[src/rtl/ext_bus_arbiter.sv]
// Two-port arbiter and phase sequencer for the shared 16-bit multiplexed external memory bus.
// Each access runs low address latch, high address latch, a timed data phase and a turnaround cycle.
module ext_bus_arbiter #(
  parameter int ADDR_W      = 24,
  parameter int WAIT_CYCLES = 1
) (
  input  logic              wb_clk_i,
  input  logic              wb_rst_i,
  input  logic              c_req,
  input  logic              c_we,
  input  logic [1:0]        c_be,
  input  logic [ADDR_W-1:0] c_addr,
  input  logic [15:0]       c_wdata,
  output logic              c_ack,
  input  logic              w_req,
  input  logic              w_we,
  input  logic [1:0]        w_be,
  input  logic [ADDR_W-1:0] w_addr,
  input  logic [15:0]       w_wdata,
  output logic              w_ack,
  output logic [15:0]       rdata,
  output logic [15:0]       bus_out,
  input  logic [15:0]       bus_in,
  output logic              bus_dir,
  output logic              le_lo,
  output logic              le_hi,
  output logic              OEb,
  output logic              WEb_lo,
  output logic              WEb_hi,
  output logic              busy
);

  typedef enum logic [2:0] {S_IDLE, S_ALO, S_AHI, S_ACC, S_TURN} state_t;

  localparam logic [3:0] WAIT_INIT = 4'(WAIT_CYCLES);

  state_t              state, state_nxt;
  logic [3:0]          wait_cnt, wait_cnt_nxt;
  logic                grant_w, grant_w_nxt;
  logic                last_w, last_w_nxt;
  logic                acc_we, acc_we_nxt;
  logic [1:0]          acc_be, acc_be_nxt;
  logic [ADDR_W-1:0]   acc_addr, acc_addr_nxt;
  logic [15:0]         acc_wdata, acc_wdata_nxt;
  logic [15:0]         rdata_nxt, bus_out_nxt, addr_hi;
  logic                bus_dir_nxt, le_lo_nxt, le_hi_nxt, oeb_nxt, web_lo_nxt, web_hi_nxt;
  logic                c_ack_nxt, w_ack_nxt;
  logic                pick_w, drive_acc;

  // A tie goes to whichever port did not win last time.
  assign pick_w = w_req && (!c_req || !last_w);

  always_comb begin
    addr_hi = '0;
    addr_hi[ADDR_W-17:0] = acc_addr[ADDR_W-1:16];
  end

  // NOTE: every variable written here gets a default first so no path leaves it unassigned (no latches).
  always_comb begin
    state_nxt     = state;
    wait_cnt_nxt  = wait_cnt;
    grant_w_nxt   = grant_w;
    last_w_nxt    = last_w;
    acc_we_nxt    = acc_we;
    acc_be_nxt    = acc_be;
    acc_addr_nxt  = acc_addr;
    acc_wdata_nxt = acc_wdata;
    rdata_nxt     = rdata;
    bus_out_nxt   = bus_out;
    bus_dir_nxt   = 1'b1;
    le_lo_nxt     = 1'b0;
    le_hi_nxt     = 1'b0;
    oeb_nxt       = 1'b1;
    web_lo_nxt    = 1'b1;
    web_hi_nxt    = 1'b1;
    c_ack_nxt     = 1'b0;
    w_ack_nxt     = 1'b0;
    drive_acc     = 1'b0;

    case (state)
      S_IDLE: begin
        if (c_req || w_req) begin
          grant_w_nxt   = pick_w;
          last_w_nxt    = pick_w;
          acc_we_nxt    = pick_w ? w_we    : c_we;
          acc_be_nxt    = pick_w ? w_be    : c_be;
          acc_addr_nxt  = pick_w ? w_addr  : c_addr;
          acc_wdata_nxt = pick_w ? w_wdata : c_wdata;
          bus_out_nxt   = pick_w ? w_addr[15:0] : c_addr[15:0];
          bus_dir_nxt   = 1'b0;
          le_lo_nxt     = 1'b1;
          state_nxt     = S_ALO;
        end
      end
      S_ALO: begin
        bus_out_nxt = addr_hi;
        bus_dir_nxt = 1'b0;
        le_hi_nxt   = 1'b1;
        state_nxt   = S_AHI;
      end
      S_AHI: begin
        wait_cnt_nxt = WAIT_INIT;
        drive_acc    = 1'b1;
        state_nxt    = S_ACC;
      end
      S_ACC: begin
        if (wait_cnt == 4'd0) begin
          c_ack_nxt = !grant_w;
          w_ack_nxt = grant_w;
          if (!acc_we) rdata_nxt = bus_in;
          state_nxt = S_TURN;
        end else begin
          wait_cnt_nxt = wait_cnt - 4'd1;
          drive_acc    = 1'b1;
        end
      end
      S_TURN:  state_nxt = S_IDLE;
      default: state_nxt = S_IDLE;
    endcase

    // Pad values for a cycle spent in the data phase.
    if (drive_acc) begin
      if (acc_we) begin
        bus_dir_nxt = 1'b0;
        bus_out_nxt = acc_wdata;
        web_lo_nxt  = ~acc_be[0];
        web_hi_nxt  = ~acc_be[1];
      end else begin
        oeb_nxt = 1'b0;
      end
    end
  end

  // NOTE: state registers use non-blocking assignments so every flop samples pre-edge values.
  always_ff @(posedge wb_clk_i or posedge wb_rst_i) begin
    if (wb_rst_i) begin
      state     <= S_IDLE;
      wait_cnt  <= '0;
      grant_w   <= 1'b0;
      last_w    <= 1'b1;
      acc_we    <= 1'b0;
      acc_be    <= '0;
      acc_addr  <= '0;
      acc_wdata <= '0;
      rdata     <= '0;
      bus_out   <= '0;
      bus_dir   <= 1'b1;
      le_lo     <= 1'b0;
      le_hi     <= 1'b0;
      OEb       <= 1'b1;
      WEb_lo    <= 1'b1;
      WEb_hi    <= 1'b1;
      c_ack     <= 1'b0;
      w_ack     <= 1'b0;
      busy      <= 1'b0;
    end else begin
      state     <= state_nxt;
      wait_cnt  <= wait_cnt_nxt;
      grant_w   <= grant_w_nxt;
      last_w    <= last_w_nxt;
      acc_we    <= acc_we_nxt;
      acc_be    <= acc_be_nxt;
      acc_addr  <= acc_addr_nxt;
      acc_wdata <= acc_wdata_nxt;
      rdata     <= rdata_nxt;
      bus_out   <= bus_out_nxt;
      bus_dir   <= bus_dir_nxt;
      le_lo     <= le_lo_nxt;
      le_hi     <= le_hi_nxt;
      OEb       <= oeb_nxt;
      WEb_lo    <= web_lo_nxt;
      WEb_hi    <= web_hi_nxt;
      c_ack     <= c_ack_nxt;
      w_ack     <= w_ack_nxt;
      busy      <= (state_nxt != S_IDLE);
    end
  end

endmodule
[config.mk]
export PLATFORM = sky130hd
export DESIGN_NAME = ext_bus_arbiter
export DESIGN_NICKNAME = d
export VERILOG_FILES = /design/src/rtl/ext_bus_arbiter.sv
export SDC_FILE = /design/constraint.sdc
export NUM_CORES = 1
export LEC_CHECK = 0
export ABC_AREA = 0
export CAP_MARGIN = 10
export CORE_MARGIN = 2
export CORE_UTILIZATION = 30
export CTS_CLUSTER_SIZE = 24
export DETAILED_ROUTE_END_ITERATION = 7
export DONT_BUFFER_PORTS = 1
export GPL_TIMING_DRIVEN = 0
export PLACE_DENSITY = 0.41
export SLEW_MARGIN = 20
export SYNTH_ARGS = -nofsm -noshare
export SYNTH_HDL_FRONTEND = slang
export SYNTH_SLANG_ARGS = --single-unit
export TNS_END_PERCENT = 5
[constraint.sdc]
create_clock -name wb_clk_i -period 2.7 [get_ports wb_clk_i]
set_input_delay 0.54 -clock wb_clk_i [delete_from_list [all_inputs] [get_ports wb_clk_i]]
set_output_delay 0.54 -clock wb_clk_i [all_outputs]
set_load 0.01 [all_outputs]
==> impl_metrics.env <==
export IMPL_gp_congestion=0.7353
export IMPL_synthDistinctLibCells=39
export IMPL_drt_iter0_markers=109
export IMPL_clk_latency_ns=0.33
export IMPL_crit_required_ns=2.91
export IMPL_area_delta_synth_final_pct=15.19
export IMPL_cts_buffers=9
export IMPL_finalHoldViolCount=0
export IMPL_grt_pass1_wl_mm=14.27
export IMPL_dp_hpwl_mm=6.638
export IMPL_dieArea_um2=12690
export IMPL_dieHeight_um=112.6
export IMPL_antenna_found_initial=0
export IMPL_ys_seq_elements=77
export IMPL_drtAntennaViolNets=0
export IMPL_ios=147
export IMPL_clk_pin_slew_worst_paths_ns=0.06
export IMPL_yosys_warnings=0
export IMPL_netlist_instances=316
export IMPL_drive_gt1_share_pct=15.96
export IMPL_fillers=1168
export IMPL_maxSlewViolCount=0
export IMPL_globalRouteOverflowTotal=0
export IMPL_ys_seq_area_share_pct=54.59
export IMPL_post_cts_resized=0
export IMPL_ir_drop_v=0.0004268
export IMPL_portBuffers=0
export IMPL_vias=2442
export IMPL_period_share_pct=72.37
export IMPL_tritoncts="done"
export IMPL_rsz0062_at_grt="no"
export IMPL_cts_sinks=77
export IMPL_num_rows=39
export IMPL_clockBufferDepth=2
export IMPL_drcViolationCount=0
export IMPL_fin_nets=436
export IMPL_grt_usage_pct=14.70
export IMPL_hp_class="input port to async pin"
export IMPL_place_area_um2=3742
export IMPL_antenna_cells=0
export IMPL_start_util_pct=30.88
export IMPL_critPathLaunchType="register"
export IMPL_clock_fmax_mhz=511.8
export IMPL_synth_largest_area_cell="dfrtp_1"
export IMPL_drv_cap=0
export IMPL_leakagePower_nw=1.904
export IMPL_worst_pin_slew_ns=0.5802
export IMPL_htreeDepth=3
export IMPL_avgViaCountPerCell=5.141
export IMPL_power_density_nw_per_um2=1288
export IMPL_cp_arrival_ns=2.17
export IMPL_cts_root_buf="clkbuf_16"
export IMPL_die_width_um=112.6
export IMPL_hold_buffers=0
export IMPL_syn_num_nets=424
export IMPL_slew_headroom_pct=61.32
export IMPL_end_kind="register"
export IMPL_core_um2=11470
export IMPL_critical_path_peak_fanout=10
export IMPL_grt_max_degree=46
export IMPL_dr_pass1_iters=4
export IMPL_status="finished, final reports clean"
export IMPL_layout_min_cycle_time_ns=1.954
export IMPL_multi_input_area_um2=1449
export IMPL_grt_pass1_vias=2510
export IMPL_skew_ns=0.004139
export IMPL_avgSynthCellArea_um2=11.21
export IMPL_fin_util_pct=35.57
export IMPL_netlist_top_cells_area="dfrtp_1 (51%), mux2i_1 (7.9%), nand2_1 (7.1%)"
export IMPL_final_cell_area_um2=4079
export IMPL_path_class="register to register"
export IMPL_post_drt_wl_per_cell_um=19.20
export IMPL_register_area_um2=1933
export IMPL_post_cts_buffers=0
export IMPL_netlist_area_um2=3541
export IMPL_synth_top_area_share_pct=50.88
export IMPL_setup_viol=0
export IMPL_wirelength_mm=9.120
report_power, final:
group          total (mW)  internal, mW  switching, mW  leakage (nW)
registers            2.21          1.72          0.492         0.937
clock network        1.39         0.900          0.490         0.162
logic                1.65         0.780          0.871         0.805
total                5.26          3.40           1.85          1.90
critical path, cell delays in order, from the launching register on:
cell and delay (ns):
dfrtp_1 0.40, inv_1 0.09, ha_1 0.24, and4bb_1 0.24, nand2_1 0.12, nor2_4 0.23
buf_6 0.19, mux2_1 0.33
layout by cell type (no fill, tap or decap), types with 2 or more instances in the layout:
| cell | count |
|---|---|
| o21ai_0 | 11 |
| clkbuf_16 | 9 |
| a21oi_1 | 18 |
| mux2_1 | 10 |
| mux2_2 | 6 |
| o21ai_1 | 17 |
| clkbuf_1 | 4 |
| nor2_1 | 6 |
| buf_4 | 3 |
| o22a_1 | 8 |
| inv_1 | 5 |
| dfstp_2 | 5 |
| bufinv_16 | 3 |
| nand2_1 | 67 |
| nand3_1 | 3 |
| dfrtp_1 | 72 |
| mux2i_1 | 28 |
| a221o_1 | 16 |
| buf_6 | 5 |
| xor2_1 | 2 |
| buf_2 | 7 |
| a22o_1 | 2 |
| ha_1 | 2 |
layer usage:
layer | routed length (µm) | vias to the layer above | track usage [%]
li1 | - | 1144 | -
met2 | 3980 | 110 | 21.64
met1 | 4330 | 1180 | 20.86
met5 | 0 | - | 0
met4 | 100 | 0 | 4.390
met3 | 708 | 8 | 4.482
kinds of logic (layout without fill, tap and decap cells):
group,Yosys count,after routing,synth area share (%)
AO/OA/AOI/OAI,76,76,14.88
buffers and inverters,27,43,4.487
XOR/XNOR,2,2,0.4948
multiplexers,44,44,13.00
AND/OR/NAND/NOR,88,88,11.84
flip-flops,77,77,54.59
adder cells (fa/ha/maj),2,2,0.7066
worst paths after layout:
path                                   from         to  slack (ns)  depth (start not counted)
worst min-delay path               wb_rst_i   rdata[7]        0.14                          1
worst max register to register  wait_cnt[0]  rdata[15]        0.75                          7
worst max-delay path            wait_cnt[0]  rdata[15]        0.75                          7
min in group wb_clk_i                 c_req     last_w        0.27                          1
worst min register to register    acc_be[0]     WEb_lo        0.40                          1
max in group asynchronous          wb_rst_i     WEb_lo        1.90                          2
stage by stage:
| step | hold slack [ns] | instances | TNS [ns] | setup WS [ns] | total power, mW |
|---|---|---|---|---|---|
| final | 0.1426 | 475 | 0 | 0.7459 | 5.255 |
| after global routing | 0.1768 | 475 | 0 | 0.5789 | 5.664 |
| after CTS | 0.1575 | 475 | 0 | 0.7165 | 5.355 |
| after detailed placement | 0.3854 | 460 | 0 | 0.7194 | 3.937 |
| after global placement | 0.3825 | 459 | -62.06 | -0.8624 | 3.906 |
| after floorplan | 0.3710 | 316 | 0 | 0.2016 | 3.448 |
sequential cells by signal (all words and copies together) (netlist names), 2 cells and up:
name / count
rdata: 16
wait_cnt: 4
acc_be: 2
acc_wdata: 16
bus_out: 16
acc_addr: 8
state: 3
synthesized netlist by cell type (all sizes together):
cell type	count
and2	1
or3	1
o31ai	1
o21ai	28
ha	2
xor2	2
nand2	67
dfstp	5
nor2b	1
nand3	4
dfrtp	72
clkbuf	4
a21boi	1
and3	2
o22a	8
and4bb	1
a21bo	1
nor2	7
mux2	16
buf	16
or2b	1
a221o	16
nor3	2
a22o	2
nand4bb	1
inv	7
a31oi	1
mux2i	28
a21oi	18
layout make-up:
type	count	area share, %
flip-flops and latches	77	47.39
multi-input cells	212	35.52
clock buffers	9	5.521
well taps	143	4.387
plain buffers	20	3.252
clock inverters	6	2.730
inverters	7	0.7055
repair buffers	1	0.4908
(Power assumes the default switching activity.)
==> RTL change 1 (same flow settings) <==
Re-encode `state_t` (5 states) as one-hot, 5 bits wide.
--- a/src/rtl/ext_bus_arbiter.sv
+++ b/src/rtl/ext_bus_arbiter.sv
@@ -30,7 +30,7 @@
   output logic              busy
 );
 
-  typedef enum logic [2:0] {S_IDLE, S_ALO, S_AHI, S_ACC, S_TURN} state_t;
+  typedef enum logic [4:0] {S_IDLE = 5'b00001, S_ALO = 5'b00010, S_AHI = 5'b00100, S_ACC = 5'b01000, S_TURN = 5'b10000} state_t;
 
   localparam logic [3:0] WAIT_INIT = 4'(WAIT_CYCLES);
 
Behaviour: no difference found for any inputs over 10 cycles, from zero or initial values and one cycle with wb_rst_i high; not proved beyond that.
==> RTL change 1 against the unedited design <==
Count of clock-buffer cells in the layout up 5; worst setup slack worse by 320 ps; cell area up 6.5%; synthesized cell count up 3.5%; routed wire length up 7.7%; critical path depth unchanged; area after synthesis up 8.3%; sequential share of layout area down 1.7 points; sequential cell count up 2; maximum frequency down 14%; power down 6.4%; via count up 3.7%.
==> RTL change 1: results (changes against the unedited design) <==
[run_status]
status=finished clean

[route]
drt_iter0_markers=103  ; -5.5%
met1_length_mm=4.30  ; -0.60%
vias=2533  ; +3.7%
wl_met2_mm=4.68  ; +18%

[final_layout]
design_area_um2=4340  ; +6.5%
num-fill-cells=1274  ; +9.1%
final_nets=447  ; +2.5%

[global_route]
grtUsageMet2=0.249  ; +0.0322
grt_pass1_wl_mm=14.8  ; +3.5%
grt_use_met1=0.184  ; -0.0247

[synth]
syn-num-nets=435  ; +2.6%
ys_types=44  ; +13%
synth-compound-area-share=0.133  ; -0.0163
ys_seq_area_frac=0.518  ; -0.0283
synthAdderAreaFrac=0.00653  ; -0.000540
yosys-top-cells-count=dfrtp_1 (73), mux2i_1 (43), o21ai_0 (36), nand2_1 (32), mux2_2 (31)
synth_xor_area_frac=0.00228  ; -0.00266

[placed_design]
place_area_um2=4080  ; +9.0%

[power_and_ir_drop]
p_leak_nw=1.88  ; -1.1%
p_seq_mw=2.16  ; -2%
swShare=0.375  ; +0.0222
clkPwrFrac=0.224  ; -0.041

[timing]
whs_ps=88.7  ; -53.8 ps
skew_ps=7.10  ; +2.96 ps

[worst_setup_path]
crit_arrival_ps=2500  ; +330 ps
worstReg2RegEnd=bus_out[13]
critical-path-max-stage-delay_ps=420  ; +20 ps
ff2ff_setup_slack_ps=420  ; -320 ps

[clocking]
post_cts_resized=0  ; unchanged

RTL change 1: kinds of logic (layout without fill, tap and decap cells):
group,count (synthesis),count (layout)
buffers and inverters,30,47
AND/OR/NAND/NOR,71,71
XOR/XNOR,1,1
AO/OA/AOI/OAI,69,69
flip-flops,79,79
adder cells (fa/ha/maj),2,2
multiplexers,75,75
RTL change 1: stage by stage:
stage / instances / power (mW) / setup slack (ps)
final: 516 / 4.92 / 422
after global routing: 516 / 5.31 / 266
after CTS: 516 / 5.00 / 407
after detailed placement: 500 / 3.88 / 405
after global placement: 499 / 3.85 / -888
after floorplan: 327 / 3.37 / 147
RTL change 1: layout make-up:
| class | instances | area share |
|---|---|---|
| clock inverters | 2 | 0.00230 |
| repair buffers | 1 | 0.00634 |
| flip-flops and latches | 79 | 0.457 |
| multi-input cells | 218 | 0.386 |
| inverters | 10 | 0.0109 |
| well taps | 172 | 0.0496 |
| clock buffers | 14 | 0.0585 |
| plain buffers | 20 | 0.0294 |
==> RTL change 2 (same flow settings) <==
Without the edit above. Set the parameter `ADDR_W` to 28 (it was 24).
--- a/src/rtl/ext_bus_arbiter.sv
+++ b/src/rtl/ext_bus_arbiter.sv
@@ -1,7 +1,7 @@
 // Two-port arbiter and phase sequencer for the shared 16-bit multiplexed external memory bus.
 // Each access runs low address latch, high address latch, a timed data phase and a turnaround cycle.
 module ext_bus_arbiter #(
-  parameter int ADDR_W      = 24,
+  parameter int ADDR_W      = 28,
   parameter int WAIT_CYCLES = 1
 ) (
   input  logic              wb_clk_i,
Ports: changed (resized c_addr and w_addr); port bits go from 147 to 155. The function was not compared with the original's and may differ.
==> RTL change 2 against the unedited design <==
Final cell count rose by 11%; routed wire length rose by 13%; combinational power rose by 13%; area after synthesis rose by 8.8%; cell area rose by 7.6%; clock power fell by 13%; power rose by 3.9%; sequential cell count rose by 4; worst setup slack improved by 140 ps; maximum frequency rose by 7.7%.
==> RTL change 2: results (changes against the unedited design) <==
[route]
wirelength_mm=10.3  ; +13%
wl_met2_mm=4.66  ; +17%
drt_iter0_markers=81  ; -26%
post_drt_wl_per_cell_um=19.6  ; +2.2%
met1_length_mm=4.52  ; +4.5%
routed-wl-met3_mm=1.05  ; +48%

[global_route]
grt_start_max_net_pins=53  ; +15%
grt_pass1_vias=2703  ; +7.7%
global_route.usage.met3=0.0749  ; +0.0301
grt_use_total=0.156  ; +0.00884
grtUsageMet2=0.236  ; +0.0201

[placed_design]
place.gp.congestion=0.744  ; +1.2%
hpwl_mm=7.28  ; +9.6%
dp_slack_ps=892  ; +172 ps
place_area_um2=4100  ; +9.5%

[power_and_ir_drop]
p_leak_nw=1.93  ; +1.4%
peakVddDrop_uv=416  ; -2.6%

[synth]
ys_types=36  ; -7.7%
synth.area.top_cells=dfrtp_1 (49%), mux2i_1 (8.1%), mux2_2 (5.8%)
ys.warnings.count=0  ; unchanged
synth_area_per_cell_um2=11.4  ; +2.0%
ys_seq_area_frac=0.528  ; -0.0182

[clocking]
root_buffer=clkbuf_16
clkTransAtPathRegs_ps=60  ; about the same

[final_layout]
num-fill-cells=1282  ; +9.8%
final_nets=465  ; +6.7%

[worst_setup_path]
worstReg2RegEnd=rdata[5]
crit_arrival_ps=2030  ; -140 ps

[timing]
skew_ps=5.47  ; +1.33 ps
tightestPinTransition_ps=563  ; -17.3 ps
whs_ps=71.5  ; -71.0 ps
min_period_ps=1810  ; -140 ps

[run_status]
status=finished clean

RTL change 2: where the power goes:
group	leakage, nW	internal [mW]	switching, mW
Clock	0.144	0.739	0.469
Sequential	0.982	1.83	0.545
Combinational	0.805	0.829	1.05
RTL change 2: cells by family (layout without fill, tap and decap cells):
| logic type | count (synthesis) | count (layout) | share of synthesized area |
|---|---|---|---|
| AO/OA/AOI/OAI | 76 | 76 | 0.124 |
| adder cells (fa/ha/maj) | 2 | 2 | 0.00649 |
| buffers and inverters | 27 | 44 | 0.0529 |
| flip-flops | 81 | 81 | 0.528 |
| multiplexers | 63 | 63 | 0.184 |
| AND/OR/NAND/NOR | 88 | 88 | 0.105 |
RTL change 2: layout make-up:
| type | count | area share |
|---|---|---|
| clock buffers | 13 | 0.0570 |
| well taps | 172 | 0.0490 |
| flip-flops and latches | 81 | 0.463 |
| plain buffers | 19 | 0.0368 |
| multi-input cells | 229 | 0.368 |
| repair buffers | 1 | 0.00627 |
| inverters | 8 | 0.0103 |
| clock inverters | 3 | 0.00912 |
